### config.mk
export PLATFORM = sky130hd
export DESIGN_NAME = pmod_link_master
export DESIGN_NICKNAME = d
export VERILOG_FILES = /design/src/rtl/pmod_link_master.sv
export SDC_FILE = /design/constraint.sdc
export NUM_CORES = 1
export LEC_CHECK = 0
export ABC_CLOCK_PERIOD_IN_PS = 5560
export CORE_UTILIZATION = 55
export CTS_BUF_LIST = sky130_fd_sc_hd__clkbuf_8 sky130_fd_sc_hd__clkbuf_16
export DETAILED_ROUTE_END_ITERATION = 8
export PLACE_DENSITY = 0.88
export SLEW_MARGIN = 20
export SYNTH_ARGS = -nofsm -noshare
export SYNTH_HDL_FRONTEND = slang
export SYNTH_SLANG_ARGS = --single-unit
### constraint.sdc
create_clock -name clk -period 5.56 [get_ports clk]
set_clock_uncertainty 0.05 [all_clocks]
set_input_delay 1.112 -clock clk [delete_from_list [all_inputs] [get_ports clk]]
set_output_delay 1.112 -clock clk [all_outputs]
set_load 0.01 [all_outputs]
### src/rtl/pmod_link_master.sv
// Host-side driver for the 8-out/4-in PMOD link: drives a stimulus byte, waits for it
// to settle, then captures the de-inverted, synchronized response nibble once stable.
module pmod_link_master #(
  parameter int SETTLE_CYCLES  = 16,
  parameter int STABLE_CYCLES  = 3,
  parameter int TIMEOUT_CYCLES = 256
) (
  input  logic       clk,
  input  logic       rst,
  input  logic [7:0] cmd_data,
  input  logic       cmd_valid,
  output logic       cmd_ready,
  output logic [7:0] pin_out,
  input  logic [3:0] pin_in_n,
  output logic [3:0] rsp_data,
  output logic       rsp_timeout,
  output logic       rsp_valid,
  input  logic       rsp_ready,
  output logic       busy
);

  localparam int SW = $clog2(SETTLE_CYCLES + 1);
  localparam int BW = $clog2(STABLE_CYCLES + 1);
  localparam int TW = $clog2(TIMEOUT_CYCLES + 1);
  localparam logic [SW-1:0] SETTLE_LAST  = SW'(SETTLE_CYCLES - 1);
  localparam logic [BW-1:0] STABLE_MAX   = BW'(STABLE_CYCLES);
  localparam logic [TW-1:0] TIMEOUT_LAST = TW'(TIMEOUT_CYCLES - 1);

  typedef enum logic [1:0] {IDLE, SETTLE, WATCH, RESP} state_t;

  state_t        state_reg, state_next;
  logic [3:0]    sync1_reg, sync2_reg;
  logic [3:0]    s;
  logic [7:0]    pin_out_reg, pin_out_next;
  logic [SW-1:0] settle_cnt_reg, settle_cnt_next;
  logic [BW-1:0] stable_cnt_reg, stable_cnt_next;
  logic [TW-1:0] timeout_cnt_reg, timeout_cnt_next;
  logic [3:0]    prev_reg, prev_next;
  logic [3:0]    rsp_data_reg, rsp_data_next;
  logic          rsp_timeout_reg, rsp_timeout_next;

  // Synchronizer resets to all-ones so an idle link reads as a zero response.
  assign s = ~sync2_reg;

  always_ff @(posedge clk or posedge rst) begin
    if (rst) begin
      state_reg       <= IDLE;
      sync1_reg       <= 4'hF;
      sync2_reg       <= 4'hF;
      pin_out_reg     <= 8'h00;
      settle_cnt_reg  <= '0;
      stable_cnt_reg  <= '0;
      timeout_cnt_reg <= '0;
      prev_reg        <= 4'h0;
      rsp_data_reg    <= 4'h0;
      rsp_timeout_reg <= 1'b0;
    end else begin
      state_reg       <= state_next;
      sync1_reg       <= pin_in_n;
      sync2_reg       <= sync1_reg;
      pin_out_reg     <= pin_out_next;
      settle_cnt_reg  <= settle_cnt_next;
      stable_cnt_reg  <= stable_cnt_next;
      timeout_cnt_reg <= timeout_cnt_next;
      prev_reg        <= prev_next;
      rsp_data_reg    <= rsp_data_next;
      rsp_timeout_reg <= rsp_timeout_next;
    end
  end

  always_comb begin
    state_next       = state_reg;
    pin_out_next     = pin_out_reg;
    settle_cnt_next  = settle_cnt_reg;
    stable_cnt_next  = stable_cnt_reg;
    timeout_cnt_next = timeout_cnt_reg;
    prev_next        = prev_reg;
    rsp_data_next    = rsp_data_reg;
    rsp_timeout_next = rsp_timeout_reg;
    case (state_reg)
      IDLE: begin
        if (cmd_valid) begin
          pin_out_next    = cmd_data;
          settle_cnt_next = '0;
          state_next      = SETTLE;
        end
      end
      SETTLE: begin
        if (settle_cnt_reg == SETTLE_LAST) begin
          prev_next        = s;
          stable_cnt_next  = BW'(1);
          timeout_cnt_next = '0;
          state_next       = WATCH;
        end else begin
          settle_cnt_next = settle_cnt_reg + 1'b1;
        end
      end
      WATCH: begin
        timeout_cnt_next = timeout_cnt_reg + 1'b1;
        if (s == prev_reg) begin
          if (stable_cnt_reg != STABLE_MAX) stable_cnt_next = stable_cnt_reg + 1'b1;
        end else begin
          stable_cnt_next = BW'(1);
          prev_next       = s;
        end
        // Stable capture is tested first so it wins when both limits hit together.
        if (stable_cnt_reg == STABLE_MAX) begin
          rsp_data_next    = s;
          rsp_timeout_next = 1'b0;
          state_next       = RESP;
        end else if (timeout_cnt_reg == TIMEOUT_LAST) begin
          rsp_data_next    = s;
          rsp_timeout_next = 1'b1;
          state_next       = RESP;
        end
      end
      RESP: begin
        if (rsp_ready) state_next = IDLE;
      end
      default: state_next = IDLE;
    endcase
  end

  assign cmd_ready   = (state_reg == IDLE);
  assign busy        = (state_reg != IDLE);
  assign rsp_valid   = (state_reg == RESP);
  assign pin_out     = pin_out_reg;
  assign rsp_data    = rsp_data_reg;
  assign rsp_timeout = rsp_timeout_reg;

endmodule

==> results by group, run 1 <==
Clocking
  – H-tree depth: 2
  – Resize count post-CTS: 0
  – Clock root buffer: clkbuf_8
  – CTS Hold Buffers Added: 0
  – TritonCTS Buffers: 5
  – Max Buffers Root-to-Sink: 2
  – Worst-Skew Late Latency: 300 ps
  – Post-CTS Setup Repair Bufs: 0
  – Clk sink count: 43
  – CTS clk-pin slew, worst paths: 90 ps
  – TritonCTS clock tree: built

Cells and area
  – Largest register FFs: 9
  – Share of cells above drive strength 1: 13.4%
  – Nets@finish: 233
  – Area growth from synthesis to layout: 23.3%
  – Ant. Diodes: 0
  – Fin util: 71.4%

Yosys
  – Syn Inst Count: 173
  – Simple-gate area share of the yosys netlist: 13.7%
  – FF+latch count, synth: 43
  – Mux cell area share after synthesis: 7.90%
  – Post-synth cell types: 33
  – Mapped Nets: 198
  – Largest family of logic cells by synthesized area: simple AND/OR/NAND/NOR gates
  – Syn Area/Cell: 11.3 um^2
  – Synth Warn #: 0
  – Mapped Area: 1950 um^2
  – Complex-gate fraction of the synthesized area: 11.5%
  – Post-synthesis xor/xnor area fraction: 3.15%
  – Synth Area in Adders: 5.78%
  – Register area share after synthesis: 55.8%

Timing
  – Post-layout min period: 2860 ps
  – Final period util: 51.5%
  – # setup viols final: 0
  – Setup ws final: 2700 ps
  – Unrepaired setup endpoints after global routing: false
  – F_max: 0.349 GHz
  – Fin. Hold Viols: 0
  – Total Negative Setup Slacks: 0 ps
  – Worst slew margin: 58.9%
  – Hold_ws: 304 ps
  – Slew @ Worst Pin: 616 ps
  – Fin. max-slew vios: 0

Floorplanning
  – Die height: 61.5 um
  – Die Wd: 61.5 um
  – Initial core utilization: 57.9%
  – I/O pin cnt: 32
  – FP Rows: 21
  – Die area: 3780 um^2
  – Core ar.: 3360 um^2

Run status
  – Status: finished clean

Power and ir drop
  – Pwr Density: 501 nW/um^2
  – Leakage power: 1.05 nW
  – Worst vdd ir: 0.312 mV

Critical path
  – CP Max Fanout: 7
  – Nature of the critical path endpoint: output pin
  – Worst EP required: 4400 ps
  – CP startpoint kind: flop
  – Setup CP Type: flop to output pin
  – CP arrival: 1700 ps

Detailed routing
  – DR pass1 iterations: 4
  – Final ANT Viol Nets: 0
  – Initial detailed-routing violation count: 43
  – Vias: 1439
  – Final wirelength: 3950 um
  – Via density: 5.64
  – Wire per inst: 15.5 um
  – DRC viols: 0

GRT
  – Global-route wire length before repair: 6260 um
  – GRT Total Usage: 23.3%
  – GR Overflow Total: 0
  – Largest net degree at the start of global routing: 44
  – Vias in the first global route: 1435
  – Antenna violations before repair: 0

Place
  – RePlAce Congestion: 0.766
  – Setup WS pre-CTS: 2980 ps
  – I/O Buffers: 31
  – Final HPWL DP: 2650 um

Min path
  – Worst hold-check path type: flop to flop

Run
  – Max cap viols: 0
critical path: stages, from the launching register on:
cell	delay (ps)
dfrtp_1	410
inv_1	80
ha_1	280
inv_1	90
clkdlybuf4s50_1	540
through the flow:
stage / power [mW] / instance area [um^2] / instances
floorplan: 0.790 / 1950 / 173
global placement: 0.941 / 2300 / 247
detailed placement: 0.986 / 2300 / 247
CTS: 1.20 / 2400 / 255
global route: 1.27 / 2400 / 255
finish: 1.20 / 2400 / 255
path summary, 6_finish.rpt:
check,end,cells after the start,slack [ps],startpoint
max reg2reg,state_reg[1],7,3150,settle_cnt_reg[0]
max,busy,4,2700,state_reg[0]
min reg2reg,sync2_reg[3],0,300,sync1_reg[3]
min in group asynchronous,timeout_cnt_reg[4],3,1200,rst
max in group asynchronous,sync1_reg[1],3,3890,rst
min,sync2_reg[3],0,300,sync1_reg[3]
kinds of logic after synthesis:
logic type	count (synthesis)
simple gates	55
flops	43
buf+inv	10
compound gates	35
fa+ha+maj	9
mux	14
xor+xnor	7
layer usage:
layer	track usage (%)	vias up	part of all wire, %
li1	-	676	-
met1	25.7	707	40
met2	39.9	45	52
met3	7.35	11	5.4
met4	12.7	0	2.9
met5	0	-	0
cells in the final DEF (no fill, tap or decap), types with 2 or more instances in the layout:
master,instances
dfrtp_1,35
mux2_2,11
clkbuf_8,6
a21oi_1,10
a22o_1,6
ha_1,9
nor3_1,4
a211o_1,2
inv_1,6
and3_1,2
nand3_1,8
nand2b_1,4
mux2i_1,3
xnor2_1,2
clkdlybuf4s50_1,31
nor2_1,13
dfstp_2,8
o21ai_0,11
xor2_1,5
nand2_1,16
cells in the mapped netlist, drive strengths merged:
library cell	n	area (um^2)
and3b	1	8.76
o21ai	12	60.1
mux2i	3	30.0
nor3	4	20.0
ha	9	113
dfstp	8	210
xor2	5	43.8
a32o	1	10.0
dfrtp	35	876
o31ai	1	7.51
nand4	1	6.26
and3	2	12.5
nor2	13	48.8
mux2	11	124
nand4b	1	8.76
nand2	16	60.1
o32a	1	10.0
and2b	1	7.51
nand3	8	40.0
nand2b	4	25.0
a21o	1	7.51
o221ai	1	8.76
a22o	6	52.6
a211o	2	17.5
or3b	1	8.76
nor4	1	6.26
xnor2	2	17.5
inv	6	22.5
nor3b	1	7.51
buf	4	20.0
a21oi	10	50.1
or3	1	6.26
area by class of cell:
| cell class | count | area, um^2 |
|---|---|---|
| Clock inverter | 2 | 16.3 |
| Inverter | 6 | 22.5 |
| Fill cell | 251 | 962 |
| Sequential cell | 43 | 1090 |
| Timing Repair Buffer | 32 | 318 |
| Clock buffer | 6 | 82.6 |
| Tap cell | 46 | 57.6 |
| Multi-Input combinational cell | 120 | 818 |
report_power, final:
group          internal (mW)  switching [mW]  total, mW
Combinational          0.252           0.245      0.497
Sequential             0.414          0.0765      0.491
Clock                  0.101           0.113      0.214
Note: power is estimated with default switching activity, not from simulation.
==> run 2, diff against run 1 <==
--- a/config.mk
+++ b/config.mk
@@ -5,11 +5,11 @@
 export SDC_FILE = /design/constraint.sdc
 export NUM_CORES = 1
 export LEC_CHECK = 0
-export ABC_CLOCK_PERIOD_IN_PS = 5560
-export CORE_UTILIZATION = 55
+export ABC_CLOCK_PERIOD_IN_PS = 2600
+export CORE_UTILIZATION = 47
 export CTS_BUF_LIST = sky130_fd_sc_hd__clkbuf_8 sky130_fd_sc_hd__clkbuf_16
 export DETAILED_ROUTE_END_ITERATION = 8
-export PLACE_DENSITY = 0.88
+export PLACE_DENSITY = 0.81
 export SLEW_MARGIN = 20
 export SYNTH_ARGS = -nofsm -noshare
 export SYNTH_HDL_FRONTEND = slang
==> constraint.sdc (replaced) <==
create_clock -name clk -period 2.6 [get_ports clk]
set_clock_uncertainty 0.05 [all_clocks]
set_input_delay 0.52 -clock clk [delete_from_list [all_inputs] [get_ports clk]]
set_output_delay 0.52 -clock clk [all_outputs]
set_load 0.01 [all_outputs]
==> results by group, run 2 (synthesis gave the netlist of run 1 again) <==
Clocking
  – TritonCTS clock tree: built
  – CTS clk-pin slew, worst paths: 80 ps (about the same)
  – Worst-Skew Late Latency: 290 ps (about the same)
  – TritonCTS Buffers: 5 (unchanged)
  – CTS Hold Buffers Added: 0 (unchanged)
  – Clock root buffer: clkbuf_8
  – Post-CTS Setup Repair Bufs: 0 (unchanged)
  – Clk sink count: 43 (unchanged)
  – H-tree depth: 2 (unchanged)
  – Resize count post-CTS: 0 (unchanged)
  – Max Buffers Root-to-Sink: 2 (unchanged)

Critical path
  – CP Max Fanout: 13 (+6)
  – CP max-delay cell: dfrtp_1
  – CP startpoint kind: flop
  – Top cell by count, worst path: ha_1
  – Setup CP Type: flop to flop
  – CP arrival: 2440 ps (+740 ps)
  – Worst path cell trace: ha_1 -> and3_1 -> ha_1 -> nand2b_1 -> nand3_1 -> a21oi_1 -> mux2_2
  – Worst path max stage delay: 400 ps (-140 ps)
  – Worst EP required: 2730 ps (-1670 ps)
  – Nature of the critical path endpoint: flop

Run
  – Max cap viols: 0 (unchanged)

Detailed routing
  – Final ANT Viol Nets: 0 (unchanged)
  – Initial detailed-routing violation count: 66 (+53%)
  – Final wirelength: 3350 um (-15%)
  – Wire per inst: 12.9 um (-17%)
  – DRC viols: 0 (unchanged)
  – Via density: 5.36 (-5.0%)
  – DR pass1 iterations: 4 (unchanged)
  – Vias: 1394 (-3.1%)

Timing
  – Fin. Hold Viols: 0 (unchanged)
  – Unrepaired setup endpoints after global routing: false
  – Total Negative Setup Slacks: 0 ps (unchanged)
  – Post-layout min period: 2310 ps
  – # setup viols final: 0 (unchanged)
  – Final period util: 88.9%
  – Slew @ Worst Pin: 568 ps (-47.9 ps)
  – Worst slew margin: 61.7% (+2.8 points)
  – F_max: 0.433 GHz
  – Hold_ws: 310 ps (+5.98 ps)
  – Fin. max-slew vios: 0 (unchanged)

GRT
  – GRT Total Usage: 17.5% (-5.8 points)
  – GR Overflow Total: 0 (unchanged)
  – Vias in the first global route: 1251 (-13%)
  – Largest net degree at the start of global routing: 44 (unchanged)
  – Global-route wire length before repair: 5600 um (-10%)
  – Antenna violations before repair: 0 (unchanged)

Floorplanning
  – Die height: 66.4 um (+7.9%)
  – I/O pin cnt: 32 (unchanged)
  – Initial core utilization: 48.7% (-9.2 points)
  – FP Rows: 23 (+9.5%)
  – Die area: 4400 um^2 (+16%)
  – Core ar.: 4000 um^2 (+19%)
  – Die Wd: 66.4 um (+7.9%)

Power and ir drop
  – Leakage power: 1.06 nW (+0.49%)
  – Pwr Density: 1040 nW/um^2 (+110%)
  – Worst vdd ir: 0.656 mV (+110%)

Run status
  – Status: finished clean

Place
  – Final HPWL DP: 2390 um (-10%)
  – I/O Buffers: 31 (unchanged)
  – Inst Count DP: 252 (+2.0%)
  – RePlAce Congestion: 0.799 (+4.2%)

Cells and area
  – Nets@finish: 234 (+0.43%)
  – Most common cell after layout, fill and taps aside: dfrtp_1
  – Ant. Diodes: 0 (unchanged)
  – Largest register FFs: 9 (unchanged)
  – Share of cells above drive strength 1: 13.8% (+0.41 points)
  – Most frequent cells in the layout: dfrtp_1 (35), clkdlybuf4s50_1 (31), nand2_1 (16)
  – Non-filler cells, final: 260 (+2.0%)
  – Area growth from synthesis to layout: 24.0%
  – Fillers: 329 (+31%)

Min path
  – Worst hold-check path type: flop to flop
==> run 2: cell count changes in the layout (fill, tap and decap cells not counted) <==
cell,delta
buf_4,+1
==> run 2: final timing paths <==
kind / start / to / slack [ps] / cells after the start
worst max-delay path: settle_cnt_reg[0] / state_reg[1] / 290 / 7
worst min-delay path: sync1_reg[2] / sync2_reg[2] / 310 / 0
worst max register to register: settle_cnt_reg[0] / state_reg[1] / 290 / 7
worst min register to register: sync1_reg[2] / sync2_reg[2] / 310 / 0
max in group asynchronous: rst / sync2_reg[3] / 1500 / 3
min in group asynchronous: rst / pin_out[0] / 630 / 3
==> run 2: report_power, final <==
part / switching [mW] / internal [mW]
clock network: 0.227 / 0.217
logic: 0.490 / 0.542
registers: 0.150 / 0.886
total: 0.867 / 1.64
==> run 2: layout make-up <==
class                   instances  area [um^2]  share of cell area [%]
clock buffers                   6         82.6                    3.42
clock inverters                 2         16.3                   0.674
inverters                       6         22.5                   0.933
multi-input cells             120          818                    33.9
flip-flops and latches         43         1090                    45.0
well taps                      50         62.6                    2.59
repair buffers                 33          325                    13.5
==> run 2: routing by layer <==
layer | GRT usage (%) | wire length (um) | share of wire [%] | vias up
met5 | 0 | 0 | 0 | -
met4 | 7.18 | 35 | 1.0 | 0
met3 | 4.31 | 87 | 2.6 | 4
met2 | 27.9 | 1630 | 49 | 22
met1 | 22.7 | 1600 | 48 | 681
li1 | - | - | - | 687
==> run 2: worst max-delay path, delay by kind of cell (launching register included) <==
| family | cells | cell delay [ps] |
|---|---|---|
| and+or+nand+nor | 3 | 610 |
| adders and majority gates | 2 | 570 |
| DFF | 1 | 400 |
| muxes | 1 | 360 |
| AOI/OAI and AO/OA | 1 | 210 |
==> run 2: through the flow <==
stage	total power [mW]	util (%)	area [um^2]	setup slack, ps
6_report	2.51	60.3	2410	289
4_1_cts	2.53	60.3	2410	310
3_3_place_gp	2.05	57.9	2310	463
5_1_grt	2.69	60.3	2410	170
2_1_floorplan	1.69	-	1950	696
3_5_place_dp	2.08	57.9	2310	319
==> run 3, diff against run 2 <==
--- a/config.mk
+++ b/config.mk
@@ -9,7 +9,7 @@
 export CORE_UTILIZATION = 47
 export CTS_BUF_LIST = sky130_fd_sc_hd__clkbuf_8 sky130_fd_sc_hd__clkbuf_16
 export DETAILED_ROUTE_END_ITERATION = 8
-export PLACE_DENSITY = 0.81
+export PLACE_DENSITY = 0.75
 export SLEW_MARGIN = 20
 export SYNTH_ARGS = -nofsm -noshare
 export SYNTH_HDL_FRONTEND = slang
==> results by group, run 3 (synthesis gave the netlist of run 1 again) <==
Run status
  – Status: finished clean

Clocking
  – Clk sink count: 43 (unchanged)
  – Clock root buffer: clkbuf_8
  – Post-CTS Setup Repair Bufs: 0 (unchanged)
  – Worst-Skew Late Latency: 300 ps (about the same)
  – H-tree depth: 2 (unchanged)
  – CTS clk-pin slew, worst paths: 90 ps (about the same)
  – TritonCTS Buffers: 5 (unchanged)
  – CTS Hold Buffers Added: 0 (unchanged)
  – TritonCTS clock tree: built
  – Resize count post-CTS: 0 (unchanged)
  – Max Buffers Root-to-Sink: 2 (unchanged)

GRT
  – Antenna violations before repair: 0 (unchanged)
  – GRT Total Usage: 18.6% (+1.1 points)
  – Met2 GRT Util: 31.3% (+3.3 points)
  – Routing usage on met3: 5.52% (+1.2 points)
  – Largest net degree at the start of global routing: 44 (unchanged)
  – GR Overflow Total: 0 (unchanged)
  – GRT busiest layer: met2
  – Met1 usage: 20.9% (-1.8 points)
  – Global-route wire length before repair: 5940 um (+6.0%)
  – Vias in the first global route: 1448 (+16%)

Timing
  – Total Negative Setup Slacks: 0 ps (unchanged)
  – Final period util: 87.7% (-1.2 points)
  – Fin. Hold Viols: 0 (unchanged)
  – Hold_ws: 309 ps (-1.00 ps)
  – Post-layout min period: 2280 ps (-30.1 ps)
  – Slew @ Worst Pin: 546 ps (-22.5 ps)
  – Fin. max-slew vios: 0 (unchanged)
  – Worst slew margin: 63.2% (+1.5 points)
  – Unrepaired setup endpoints after global routing: false
  – # setup viols final: 0 (unchanged)
  – F_max: 0.438 GHz (+1.3%)

Power and ir drop
  – Leakage power: 1.06 nW (+0.16%)
  – Pwr Density: 1050 nW/um^2 (+0.48%)
  – Worst vdd ir: 0.644 mV (-1.8%)

Cells and area
  – Ant. Diodes: 0 (unchanged)
  – Non-filler cells, final: 260 (unchanged)
  – Share of cells above drive strength 1: 13.8% (unchanged)
  – Finished Cell Area: 2410 um^2 (-0.16%)
  – Area growth from synthesis to layout: 23.8%
  – Largest register FFs: 9 (unchanged)
  – Most common cell after layout, fill and taps aside: dfrtp_1
  – Fin util: 60.2% (-0.094 points)
  – Nets@finish: 234 (unchanged)
  – Most frequent cells in the layout: dfrtp_1 (35), clkdlybuf4s50_1 (31), nand2_1 (16)

Detailed routing
  – DRC viols: 0 (unchanged)
  – Initial detailed-routing violation count: 38 (-42%)
  – Wire per inst: 13.4 um (+3.7%)
  – Via density: 5.37 (about the same)
  – Final wirelength: 3480 um (+3.7%)
  – Vias: 1395 (+0.072%)
  – Final ANT Viol Nets: 0 (unchanged)
  – DR pass1 iterations: 5 (+1)

Floorplanning
  – Die Wd: 66.4 um (unchanged)
  – FP Rows: 23 (unchanged)
  – I/O pin cnt: 32 (unchanged)
  – Initial core utilization: 48.7% (unchanged)
  – Die area: 4400 um^2 (unchanged)
  – Core ar.: 4000 um^2 (unchanged)
  – Die height: 66.4 um (unchanged)

Place
  – Placed cell areas: 2310 um^2 (unchanged)
  – I/O Buffers: 31 (unchanged)
  – Final HPWL DP: 2620 um (+9.7%)
  – RePlAce Congestion: 0.827 (+3.6%)
  – Inst Count DP: 252 (unchanged)

Critical path
  – Nature of the critical path endpoint: flop
  – CP Max Fanout: 13 (unchanged)
  – Worst path max stage delay: 410 ps (about the same)
  – CP max-delay cell: dfrtp_1
  – Setup CP Type: flop to flop
  – Worst path cell trace: ha_1 -> and3_1 -> ha_1 -> nand2b_1 -> nand3_1 -> a21oi_1 -> mux2_2
  – CP arrival: 2410 ps (-30 ps)
  – Worst EP required: 2730 ps (about the same)
  – Top cell by count, worst path: ha_1
  – CP startpoint kind: flop

Run
  – Max cap viols: 0 (unchanged)

Min path
  – Worst hold-check path type: flop to flop
[run 3: power breakdown]
part / total, mW / leakage [nW] / internal, mW / switching [mW]
clock: 0.438 / 0.0491 / 0.197 / 0.241
sequential: 1.04 / 0.523 / 0.886 / 0.155
combinational: 1.04 / 0.486 / 0.544 / 0.497
[run 3: through the flow]
stage / worst slack (ps) / power, mW
finish: 319 / 2.52
global placement: 485 / 2.04
detailed placement: 329 / 2.10
CTS: 326 / 2.55
global route: 124 / 2.71
floorplan: 696 / 1.69
[run 3: path summary, 6_finish.rpt]
path | depth (start not counted) | endpoint | start | slack [ps]
worst max-delay path | 7 | state_reg[1] | settle_cnt_reg[0] | 320
worst min-delay path | 0 | sync2_reg[2] | sync1_reg[2] | 310
worst max register to register | 7 | state_reg[1] | settle_cnt_reg[0] | 320
worst min register to register | 0 | sync2_reg[2] | sync1_reg[2] | 310
max in group asynchronous | 3 | sync2_reg[1] | rst | 1530
min in group asynchronous | 3 | rsp_data[2] | rst | 610
[run 3: per-layer routing]
metal / vias to the layer above / part of all wire, %
met4: 0 / 2.2
met5: - / 0
li1: 683 / -
met2: 41 / 52
met3: 7 / 5.2
met1: 664 / 40
[run 3: cell type report]
| class | instances | area (um^2) |
|---|---|---|
| Multi-Input combinational cell | 120 | 818 |
| Clock inverter | 3 | 26.3 |
| Sequential cell | 43 | 1090 |
| Inverter | 6 | 22.5 |
| Timing Repair Buffer | 33 | 325 |
| Fill cell | 326 | 1590 |
| Tap cell | 50 | 62.6 |
| Clock buffer | 5 | 68.8 |
[run 3: worst max-delay path, delay by kind of cell, from the launching register on]
kind | cells | cell delay [ps]
DFF | 1 | 410
AOI/OAI and AO/OA | 1 | 200
and+or+nand+nor | 3 | 580
muxes | 1 | 350
adders and majority gates | 2 | 560
